==> src/rtl/mux_onehot_cfg_chain.sv <==
// One-hot routing mux with its own serial configuration chain, staged commit and
// multi-hot detection. The cell chains head-to-tail with other configuration cells.
module mux_onehot_cfg_chain #(
  parameter int unsigned NUM_INPUTS = 8,
  parameter int unsigned REG_OUT    = 0
) (
  input  logic                  prog_clk,
  input  logic                  pReset,
  input  logic                  ccff_head,
  input  logic                  ccff_shift_en,
  output logic                  ccff_tail,
  input  logic                  cfg_commit,
  input  logic [NUM_INPUTS-1:0] in,
  output logic                  out,
  output logic [NUM_INPUTS-1:0] mem,
  output logic [NUM_INPUTS-1:0] mem_inv,
  output logic                  cfg_ready,
  output logic                  onehot_err
);

  localparam int unsigned CntW = $clog2(NUM_INPUTS + 1);
  localparam logic [CntW-1:0] CntFull = CntW'(NUM_INPUTS);
  localparam logic [CntW-1:0] CntOne = CntW'(1);
  localparam logic [NUM_INPUTS-1:0] WordOne = NUM_INPUTS'(1);

  typedef enum logic [1:0] {StEmpty, StFilling, StFull} fill_e;

  logic [NUM_INPUTS-1:0] sr_q, sr_d;
  logic [NUM_INPUTS-1:0] mem_q, mem_d;
  logic [CntW-1:0]       cnt_q, cnt_d;
  logic                  err_q, err_d;
  logic                  commit_ok;
  logic                  multi_hot;
  logic                  sel_val;
  fill_e                 fill;

  always_comb begin
    if (cnt_q == '0) begin
      fill = StEmpty;
    end else if (cnt_q == CntFull) begin
      fill = StFull;
    end else begin
      fill = StFilling;
    end
  end

  assign commit_ok = cfg_commit && (fill == StFull);
  // Clearing the lowest set bit leaves something only if two or more bits were set.
  assign multi_hot = |(sr_q & (sr_q - WordOne));

  always_comb begin
    sr_d  = sr_q;
    mem_d = mem_q;
    cnt_d = cnt_q;
    err_d = err_q;
    if (ccff_shift_en) begin
      sr_d = {sr_q[NUM_INPUTS-2:0], ccff_head};
    end
    if (commit_ok) begin
      mem_d = sr_q;
      err_d = multi_hot;
      cnt_d = ccff_shift_en ? CntOne : '0;
    end else if (ccff_shift_en && (fill != StFull)) begin
      cnt_d = cnt_q + CntOne;
    end
  end

  always_ff @(posedge prog_clk) begin
    if (pReset) begin
      sr_q  <= '0;
      mem_q <= '0;
      cnt_q <= '0;
      err_q <= 1'b0;
    end else begin
      sr_q  <= sr_d;
      mem_q <= mem_d;
      cnt_q <= cnt_d;
      err_q <= err_d;
    end
  end

  // A corrupted select must never drive the routing track.
  assign sel_val = err_q ? 1'b0 : |(in & mem_q);

  if (REG_OUT != 0) begin : g_reg_out
    logic out_q;
    always_ff @(posedge prog_clk) begin
      if (pReset) begin
        out_q <= 1'b0;
      end else begin
        out_q <= sel_val;
      end
    end
    assign out = out_q;
  end else begin : g_comb_out
    assign out = sel_val;
  end

  assign ccff_tail  = sr_q[NUM_INPUTS-1];
  assign mem        = mem_q;
  assign mem_inv    = ~mem_q;
  assign cfg_ready  = (fill == StFull);
  assign onehot_err = err_q;

endmodule

==> config.mk <==
export PLATFORM = sky130hd
export DESIGN_NAME = mux_onehot_cfg_chain
export DESIGN_NICKNAME = d
export VERILOG_FILES = /design/src/rtl/mux_onehot_cfg_chain.sv
export SDC_FILE = /design/constraint.sdc
export NUM_CORES = 1
export LEC_CHECK = 0
export CORE_ASPECT_RATIO = 0.8
export CORE_MARGIN = 1.5
export CORE_UTILIZATION = 43
export DETAILED_ROUTE_END_ITERATION = 10
export PLACE_DENSITY = 0.77
export RECOVER_POWER = 50
export SETUP_SLACK_MARGIN = 0.05
export SLEW_MARGIN = 25
export SYNTH_ARGS = -nofsm -noshare
export SYNTH_HDL_FRONTEND = slang
export SYNTH_SLANG_ARGS = --single-unit
==> constraint.sdc <==
create_clock -name prog_clk -period 1.7 [get_ports prog_clk]
set_input_delay 0.34 -clock prog_clk [delete_from_list [all_inputs] [get_ports prog_clk]]
set_output_delay 0.34 -clock prog_clk [all_outputs]
set_load 0.1 [all_outputs]
# [Yosys cells after proc, flatten, opt, wreduce, memory -nomap -nowiden]
# Index checks and enable logic that the tools add are counted.
[totals] ff_bits=21 latchBits=0 ram_bits=0 rom_bits=0 wordCells=24 n_memories=0
[classes] add_sub_neg=2 n_mul=0 div=0 magnitude_cmp=0 eq_ne=3 shift=0 muxes=6 bitwise_logic=3 reduce_logical=6
[ops] operator="8-bit AND" n=2
[ops] operator="8-bit OR reduction" n=2
[ops] operator="4-bit 2-to-1 mux" n=2
[ops] operator="8-bit inverter" n=1
[ops] operator="8-bit by 1-bit subtractor with 8-bit output (second input constant)" n=1
[ops] operator="4-bit by 1-bit adder with 4-bit output (second input constant)" n=1
[ops] operator="4-bit equality test (second input constant)" n=1
[ops] operator="4-bit zero test" n=1
[ops] operator="2-bit 2-to-1 mux" n=2
[ops] operator="2-bit equality test (second input constant)" n=1
[ops] operator="1-bit logical AND" n=2
[ops] operator="1-bit 2-to-1 mux" n=2
[ops] operator="2-bit != test (second input constant)" n=1
[ops] operator="2-bit nonzero test" n=1

# [Depth between registers and ports, before layout]
# Gate-level depths: netlist of run 1.
[logic_depth] word_depth=7 depth_mapped=7

# [Least setup slack after synthesis of run 1]
# Ideal clock, no wire load.
[synth_timing] path_kind="flip-flop to output port" from="reg mem_q[5], in the netlist mem[5]" to="out out" arrival_ns=2.896 required_ns=1.360 path_slack_ns=-1.536 path_stages_with_launch=3 cell_sequence="dfxtp_1 > a22oi_1 > a41oi_1"
[synth_between] elab_chain_len=3
[synth_rtl] element="start, declared" line="29" rtl="logic [NUM_INPUTS-1:0] mem_q, mem_d;"
[synth_rtl] element="start signal, assigned" line="76" rtl="mem_q <= mem_d;"
[synth_rtl] element="8-bit AND" line="83" rtl="assign sel_val = err_q ? 1'b0 : |(in & mem_q);"
[synth_rtl] element="8-bit OR reduction" line="83"
[synth_rtl] element="1-bit 2-to-1 mux" line="83"
[synth_rtl] element="end, declared" line="14" rtl="output logic out,"
# Every way passes these cells.

# [Worst setup path after layout of run 1]
[layout_timing] from="reg cnt_q[0]" to="out cfg_ready"
[layout_between] elab_chain_len=4 elab_cells_between_ends=5
[layout_rtl] element="start, declared" line="30" rtl="logic [CntW-1:0] cnt_q, cnt_d;"
[layout_rtl] element="start signal, assigned" line="77" rtl="cnt_q <= cnt_d;"
[layout_rtl] element="4-bit equality test" line="40" rtl="end else if (cnt_q == CntFull) begin"
[layout_rtl] element="2-bit 2-to-1 mux" line="40"
[layout_rtl] element="2-bit 2-to-1 mux *" line="38" rtl="if (cnt_q == '0) begin"
[layout_rtl] element="2-bit equality test *" line="102" rtl="assign cfg_ready = (fill == StFull);"
[layout_rtl] element="end, declared" line="17" rtl="output logic cfg_ready,"
# Mark *: on every way between the ends. The rest lies on a longest branch, timed or not.

==> summary.md, run 1 <==
| Metric | Value |
|---|---|
| Place WS | `-32.1 ps` |
| CTS tree | `done` |
| Initial Util | `0.474` |
| Port Buffer Count | `32` |
| Bufs on Longest Clock Path | `2` |
| Distinct cells, synth | `26` |
| Initial antenna violation count | `0` |
| Worst setup margin | `26.6 ps` |
| Vias per inst | `5.19` |
| Final Non-Filler Cells | `176` |
| Max VDD drop | `slightly above 600 uV` |
| Worst skew pair latency | `300 ps` |
| Worst Path Arrival | `1330 ps` |
| Die area | `0.00245 mm^2` |
| Ports | `33` |
| Vias in the first global route | `822` |
| Root buf cell | `clkbuf_4` |
| Slew margin rel. | `0.633` |
| Yosys reg bits | `21` |
| Final WL | `2.46 mm` |
| Ys Warns | `0` |
| GPL Wtd Cong | `0.803` |
| Core Area | `0.00196 mm^2` |
| Cell taking the most area after synthesis | `dfxtp_1` |
| Mean Syn Cell Area | `8.45 um^2` |
| Fin. Hold Viols | `0` |
| Final net count | `168` |
| 1st-iter DRT viols | `31` |
| Routed Antenna Nets | `0` |
| Largest net degree at the start of global routing | `22` |
| DR DRC count | `0` |
| Worst Skew | `3.82 ps` |
| Commonest cells after routing, fill and taps aside | `nand2_1 (17), a21oi_1 (11), nor2_1 (11), buf_12 (11), dfxtp_4 (10)` |
| Top post-synthesis cells by area | `dfxtp_1 (45%), mux2i_1 (9.7%), nand2_1 (7.3%)` |
| Total GRT Usage | `0.220` |
| # hold bufs at CTS | `0` |
| Hold crit path type | `reg -> reg` |
| Reg clk slew, reported paths | `~120 ps` |
| Unrepaired setup endpoints after global routing | `true` |
| Fin crit share | `0.984` |
| Status | `finished, final reports clean` |
| Pleak | `0.632 nW` |
| Max Clk Rate | `~0.6 GHz` |
| DP Wirelength | `1.81 mm` |
| Pins Over Slew Limit | `0` |
| Crit Path Max Fanout | `2` |
| Setup-failing EPs final | `0` |
| Layout cells sized above 1 | `0.395` |
| Commonest non-fill, non-tap cell in the layout | `nand2_1` |
| Sequential fraction of the synthesis area | `0.452` |
| Die W | `roughly 55 um` |
| Mapped Area | `about 930 um^2` |
| Cells after Synth | `between 100 and 150` |
| Wire length of the first global-routing pass | `just under 4 mm` |
| CTS buffer count | `3` |
| Power per cell area | `approximately 530 mW/mm^2` |
| Routed wire per std cell | `approximately 14 um` |
| Crit end category | `output port` |
| Tot Pwr | `823 uW` |
| Startpoint Class | `flop` |
| Min Tclk post-route | `around 1700 ps` |
| Syn_nets | `approximately 130` |
| Htree depth | `1` |
| Finished Core Util | `0.786` |
| Placed Cells | `between 150 and 200` |
| 1st-pass router iterations | `4` |
| Global route total overflow | `0` |
| Vias | `914` |
| CP required | `1360 ps` |
| Max_cap viols | `0` |
| ANT cells | `0` |
| Worst-Margin Slew | `roughly 550 ps` |
| Critical path type | `reg -> out` |
| Die height | `44.6 um` |
| FP Rows | `14` |
| Num Clock Sinks | `21` |
| Synth top area share | `0.452` |
| Area growth syn-to-layout | `65.8%` |
[timing repair]
action	in CTS	in global routing
setup endpoints to repair	2	2
gates resized for setup	8	3
buffers inserted	4	2
pin swaps	5	4
endpoints found under the hold margin	0	0
[logic make-up after synthesis]
group | share of synthesized area
xor+xnor | 0.00942
flops | 0.452
mux | 0.0969
compound gates | 0.159
buf+inv | 0.0619
simple gates | 0.183
fa+ha+maj | 0.0377
[flip-flops by register name, indices dropped and copies added (netlist names)]
| register | count |
|---|---|
| cnt_q | 4 |
| mem | 8 |
| onehot_err | 1 |
| sr_q | 8 |
[critical path, cell delays in order, from the launching register on]
cell and delay (ps):
dfxtp_4 370, inv_2 40, ha_4 140, nand3b_1 150, clkinvlp_4 150, buf_12 180
[report_power, final]
group	internal, mW	switching, mW
registers	0.485	0.00820
logic	0.0495	0.0402
clock network	0.0912	0.149
total	0.625	0.198
[stage by stage]
step	setup TNS [ps]	hold slack (ps)	area, um^2
2_1_floorplan	-69.9	405	1030
3_3_place_gp	-19.9	499	1600
3_5_place_dp	-32.1	500	1600
4_1_cts	0	518	1670
5_1_grt	-36.9	526	1540
6_report	0	503	1540
[metal layers]
metal,vias up,part of all wire,routed length (um),global-route usage
met2,41,0.47,1150,0.348
met1,404,0.44,1080,0.286
met3,4,0.085,209,0.0743
li1,465,-,-,-
met5,-,0,0,0
met4,0,0.0081,20,0.0634
[path summary, 6_finish.rpt]
path | startpoint | end | slack, ps | depth (start not counted)
max | cnt_q[0] | cfg_ready | 30 | 5
min | mem[6] | mem[6] | 500 | 2
max reg2reg | sr_q[3] | onehot_err | 160 | 4
min reg2reg | mem[6] | mem[6] | 500 | 2
[Yosys cell counts, drive strengths merged]
master,count
nor2,11
buf,1
xor2,1
or4,1
or3,1
nand4,1
o21ai,1
dfxtp,21
clkbuf,3
inv,11
maj3,1
nand3,1
a41oi,1
a311oi,1
ha,2
mux2i,9
nor3,3
a22oi,4
nand3b,1
o2bb2ai,1
o32a,1
and4b,1
o31ai,1
a21oi,13
nand2,18
[layout make-up]
type,instances,area [um^2]
clock buffer,3,22.5
clock inverter,1,6.26
fill,129,420
inverter,11,45.0
multi-input combinational,74,524
sequential,21,460
tap,24,30.0
timing repair buffer,42,453
Note: power is estimated with default switching activity, not from simulation.
==> run 2, diff against run 1 <==
- CELL_PAD_IN_SITES_DETAIL_PLACEMENT: not set -> 1
- CELL_PAD_IN_SITES_GLOBAL_PLACEMENT: not set -> 1
- CORE_UTILIZATION: 43 -> 31
- PLACE_DENSITY: 0.77 -> not set
- PLACE_DENSITY_LB_ADDON: not set -> 0.1
==> run 2 against run 1 <==
  * Highest routed layer unchanged
  * Die area rose by 36%
  * Sequential share of layout area rose by 1.8 points
  * Via count rose by 1.9%
==> summary.md, run 2 (synthesis gave the netlist of run 1 again) <==
| Metric | Value |
|---|---|
| Status | `finished, final reports clean` |
| FP Rows | `17 (+3)` |
| Place WS | `-60.7 ps (-28.6 ps)` |
| ANT cells | `0 (unchanged)` |
| Initial antenna violation count | `0 (unchanged)` |
| Max Clk Rate | `0.603 GHz (+0.98%)` |
| Commonest cells after routing, fill and taps aside | `nand2_1 (17), clkbuf_2 (16), a21oi_1 (11), nor2_1 (11)` |
| Worst Skew | `4.38 ps (+0.558 ps)` |
| Pins Over Slew Limit | `0 (unchanged)` |
| Worst setup margin | `42.8 ps (+16.2 ps)` |
| Crit end category | `output port` |
| Vias in the first global route | `946 (+15%)` |
| CTS buffer count | `3 (unchanged)` |
| Min Tclk post-route | `1660 ps (-16.2 ps)` |
| Placed Cells | `179 (+7.8%)` |
| DP Wirelength | `2.12 mm (+17%)` |
| Layout cells sized above 1 | `0.362 (-0.0323)` |
| Worst-Margin Slew | `555 ps (+1.68 ps)` |
| Die W | `64.2 um (+17%)` |
| Reg clk slew, reported paths | `70 ps (-50 ps)` |
| Slew margin rel. | `0.632 (-0.00112)` |
| Worst Reg2Reg Path Length in Cells | `8 (+4)` |
| Hold crit path type | `reg -> reg` |
| Final Instance Area | `0.00145 mm^2 (-5.8%)` |
| Fin crit share | `0.975 (-0.00954)` |
| Power per cell area | `620 mW/mm^2 (+16%)` |
| Global route total overflow | `0 (unchanged)` |
| Root buf cell | `clkbuf_8` |
| Setup-failing EPs final | `0 (unchanged)` |
| 1st-pass router iterations | `2 (-2)` |
| Startpoint Class | `flop` |
| GPL Wtd Cong | `0.749 (-6.7%)` |
| Flop pwr share | `0.553 (-0.046)` |
| Initial Util | `0.331 (-0.143)` |
| Pleak | `0.574 nW (-9.1%)` |
| Vias per inst | `4.98 (-4.1%)` |
| Die area | `0.00334 mm^2 (+36%)` |
| Ports | `33 (unchanged)` |
| P_sw | `202 uW (+2.1%)` |
| Worst Path Arrival | `1320 ps (about the same)` |
| Area growth syn-to-layout | `56.1%` |
| Setup TNS | `0 ps (unchanged)` |
| # hold bufs at CTS | `0 (unchanged)` |
| Bufs on Longest Clock Path | `2 (unchanged)` |
| Worst skew pair latency | `260 ps (-40 ps)` |
| Final Non-Filler Cells | `187 (+6.3%)` |
| Port Buffer Count | `32 (unchanged)` |
| Commonest non-fill, non-tap cell in the layout | `nand2_1` |
| 1st-iter DRT viols | `12 (-61%)` |
| Num Clock Sinks | `21 (unchanged)` |
| Max VDD drop | `591 uV (-4.8%)` |
| Comb power frac | `0.093 (-0.016)` |
| Vias | `931 (+1.9%)` |
| DR DRC count | `0 (unchanged)` |
| Final WL | `2.87 mm (+17%)` |
| Routed wire per std cell | `15.4 um (+9.8%)` |
| Die height | `52.0 um (+17%)` |
| CTS tree | `done` |
| Unrepaired setup endpoints after global routing | `true` |
| Total GRT Usage | `0.189 (-0.0311)` |
| Tot Pwr | `900 uW (+9.3%)` |
| Cells on Worst Hold Path | `2 (unchanged)` |
| Final net count | `165 (-1.8%)` |
| CP required | `1360 ps (about the same)` |
| Internal power | `698 uW (+12%)` |
| Routed Antenna Nets | `0 (unchanged)` |
| Area post-placement | `0.00161 mm^2 (+0.62%)` |
| Max_cap viols | `0 (unchanged)` |
| Largest net degree at the start of global routing | `22 (unchanged)` |
| Core Area | `0.00281 mm^2 (+43%)` |
| Sw frac | `0.224 (-0.0159)` |
| Htree depth | `1 (unchanged)` |
| Critical path type | `reg -> out` |
| Crit Path Max Fanout | `5 (+3)` |
| Clock share of power | `0.354 (+0.062)` |
| Wire length of the first global-routing pass | `4.79 mm (+24%)` |
| Fin. Hold Viols | `0 (unchanged)` |
run 2: cell count changes in the layout (fill, tap and decap cells not counted), sizes merged:
cell / previous run / this run
clkdlybuf4s50: 5 / 4
clkbuf: 13 / 20
dlygate4sd2: 5 / 6
inv: 11 / 10
buf: 20 / 11
run 2: final timing paths:
kind / slack (ps) / end / startpoint
worst min register to register: 500 / mem[2] / mem[2]
worst max register to register: 130 / cnt_q[1] / cnt_q[0]
worst max-delay path: 40 / cfg_ready / cnt_q[0]
worst min-delay path: 500 / mem[2] / mem[2]
run 2: metal layers:
metal | part of all wire | track usage | vias to the layer above
li1 | - | - | 456
met4 | 0.0052 | 0.0426 | 0
met1 | 0.46 | 0.224 | 448
met3 | 0.050 | 0.0584 | 2
met2 | 0.49 | 0.339 | 25
met5 | 0 | 0 | -
run 2: critical path, cell delays in order, from the launching register on:
cell and delay [ps]:
dfxtp_4 390, inv_2 50, ha_4 150, nand3b_1 150, clkinvlp_4 140, buf_12 180
run 2: cell type report:
class / instances / area [um^2]
Multi-Input combinational cell: 74 / 514
Fill cell: 333 / 1360
Inverter: 11 / 45.0
Tap cell: 38 / 47.5
Timing Repair Buffer: 39 / 340
Sequential cell: 21 / 459
Clock buffer: 4 / 45.0
run 2: power by group through the flow:
| stage | clock [mW] | sequential [mW] | combinational, mW |
|---|---|---|---|
| 6_report | 0.318 | 0.497 | 0.0841 |
| 5_1_grt | 0.362 | 0.498 | 0.0924 |
| 2_1_floorplan | 0 | 0.504 | 0.0391 |
| 3_3_place_gp | 0 | 0.507 | 0.0805 |
| 4_1_cts | 0.331 | 0.497 | 0.0825 |
| 3_5_place_dp | 0 | 0.508 | 0.0858 |
run 2: repair_timing:
item / 4_1_cts / 5_1_grt
pin swaps: 5 / 2
setup endpoints to repair: 2 / 2
gates resized for setup: 8 / 2
setup buffers: 2 / 2
run 2: per-stage QoR:
stage	hold WS, ps	util
2_1_floorplan	405	-
3_3_place_gp	500	0.574
3_5_place_dp	505	0.574
4_1_cts	515	0.597
5_1_grt	520	0.517
6_report	500	0.517
==> run 3, diff against run 2 <==
- CORE_ASPECT_RATIO: 0.8 -> 2
- GPL_ROUTABILITY_DRIVEN: not set -> 0
==> run 3 against run 2 <==
  * Cell area shrank 1.2%
  * Largest cell class unchanged
  * Wire length decreased by 7.9%
  * Via count up 0.21%
  * Sequential share of layout area increased by 0.39 points
  * Total power up 1.5%
  * Cell count is 3.7% lower
  * Count of clock-buffer cells in the layout shrank 1
==> summary.md, run 3 (synthesis gave the netlist of run 1 again) <==
| Metric | Value |
|---|---|
| Area post-placement | `0.00161 mm^2 (-0.16%)` |
| Worst-Margin Slew | `555 ps (+0.0798 ps)` |
| DP Wirelength | `1.97 mm (-7.1%)` |
| Critical path type | `reg -> out` |
| CP required | `1360 ps (about the same)` |
| ANT cells | `0 (unchanged)` |
| Die W | `41.7 um (-35%)` |
| Largest net degree at the start of global routing | `13 (-41%)` |
| Die area | `0.00336 mm^2 (+0.53%)` |
| CTS tree | `done` |
| Max_cap viols | `0 (unchanged)` |
| Worst skew pair latency | `260 ps (about the same)` |
| Final Instance Area | `0.00143 mm^2 (-1.2%)` |
| Worst Skew | `2.32 ps (-2.06 ps)` |
| Worst Path Arrival | `1300 ps (-20 ps)` |
| Pleak | `0.577 nW (+0.50%)` |
| 1st-iter DRT viols | `3 (-9)` |
| Vias in the first global route | `936 (-1.1%)` |
| Status | `finished, final reports clean` |
| Place WS | `-90.9 ps (-30.1 ps)` |
| Commonest cells after routing, fill and taps aside | `nand2_1 (17), clkbuf_2 (17), a21oi_1 (11), nor2_1 (11)` |
| Hold crit path type | `reg -> reg` |
| Max Clk Rate | `0.609 GHz (+0.87%)` |
| Unrepaired setup endpoints after global routing | `true` |
| Die height | `80.4 um (+55%)` |
| Total GRT Usage | `0.170 (-0.0197)` |
| Worst Reg2Reg Path Length in Cells | `4 (-4)` |
| Pins Over Slew Limit | `0 (unchanged)` |
| Routed Antenna Nets | `0 (unchanged)` |
| Final WL | `2.64 mm (-7.9%)` |
| Initial Util | `0.320 (-0.0114)` |
| Num Clock Sinks | `21 (unchanged)` |
| Cells on Worst Hold Path | `2 (unchanged)` |
| Initial antenna violation count | `0 (unchanged)` |
| Layout cells sized above 1 | `0.373 (+0.0109)` |
| Crit end category | `output port` |
| DR DRC count | `0 (unchanged)` |
| Routed wire per std cell | `14.7 um (-4.4%)` |
| FP Rows | `28 (+11)` |
| Tot Pwr | `913 uW (+1.5%)` |
| Power per cell area | `637 mW/mm^2 (+2.7%)` |
| Startpoint Class | `flop` |
| Max VDD drop | `523 uV (-11%)` |
| Htree depth | `1 (unchanged)` |
| Fin crit share | `0.966 (-0.00839)` |
| Root buf cell | `clkbuf_8` |
| Core Area | `0.00291 mm^2 (+3.6%)` |
| Port Buffer Count | `32 (unchanged)` |
| Vias per inst | `5.18 (+4.1%)` |
| Crit Path Max Fanout | `2 (-3)` |
| Min Tclk post-route | `1640 ps (-14.3 ps)` |
| Slew margin rel. | `0.632 (about the same)` |
| Setup-failing EPs final | `0 (unchanged)` |
| Ports | `33 (unchanged)` |
| Global route total overflow | `0 (unchanged)` |
| Wire length of the first global-routing pass | `4.33 mm (-9.5%)` |
| Reg clk slew, reported paths | `80 ps (about the same)` |
| # hold bufs at CTS | `0 (unchanged)` |
| Vias | `933 (+0.21%)` |
| Worst setup margin | `57.0 ps (+14.3 ps)` |
| Bufs on Longest Clock Path | `2 (unchanged)` |
| 1st-pass router iterations | `4 (+2)` |
| CTS buffer count | `3 (unchanged)` |
| Final net count | `166 (+0.61%)` |
| Area growth syn-to-layout | `54.2%` |
| Fin. Hold Viols | `0 (unchanged)` |
## run 3: changes by cell type in the layout (fill, tap and decap cells not counted), sizes merged
cell           before  now
clkinv              0    1
clkdlybuf4s50       4    3
dlygate4sd2         6    7
## run 3: power by group
part,internal (mW),switching [mW]
Sequential,0.484,0.00826
Clock,0.163,0.166
Combinational,0.0495,0.0415
## run 3: layer usage
layer	track usage	vias up	routed length, um	share of wire
met3	0.0180	6	71	0.027
met4	0.0968	0	78	0.030
met1	0.169	443	1040	0.39
met5	0	-	0	0
li1	-	457	-	-
met2	0.325	27	1450	0.55
## run 3: through the flow
step,hold WS [ps],setup TNS [ps],std cells,utilization
after floorplan,405,-69.9,110,-
after global routing,511,0,180,0.493
after CTS,515,0,180,0.580
after global placement,496,-73.3,172,0.554
final,498,0,180,0.493
after detailed placement,503,-129,172,0.554
## run 3: what timing repair did
action	CTS	global route
pin swaps	5	2
endpoints found under the hold margin	0	0
resized for setup	9	2
buffers inserted	4	0
setup endpoints to repair	2	2
## run 3: cell type report
| cell class | instances | area [um^2] |
|---|---|---|
| inverter | 11 | 45.0 |
| tap | 30 | 37.5 |
| clock buffer | 3 | 41.3 |
| fill | 351 | 1470 |
| timing repair buffer | 40 | 332 |
| clock inverter | 1 | 5.00 |
| multi-input combinational | 74 | 514 |
| sequential | 21 | 459 |
## run 3: critical path, cell delays in order, from the launching register on
cell and delay, ps:
dfxtp_4 360, inv_2 40, ha_4 150, nand3b_1 150, clkinvlp_4 150, buf_12 180
## run 3: path summary, 6_finish.rpt
kind	from	endpoint	slack, ps
min reg2reg	mem[6]	mem[6]	500
max reg2reg	sr_q[3]	onehot_err	130
min	mem[6]	mem[6]	500
max	cnt_q[0]	cfg_ready	60
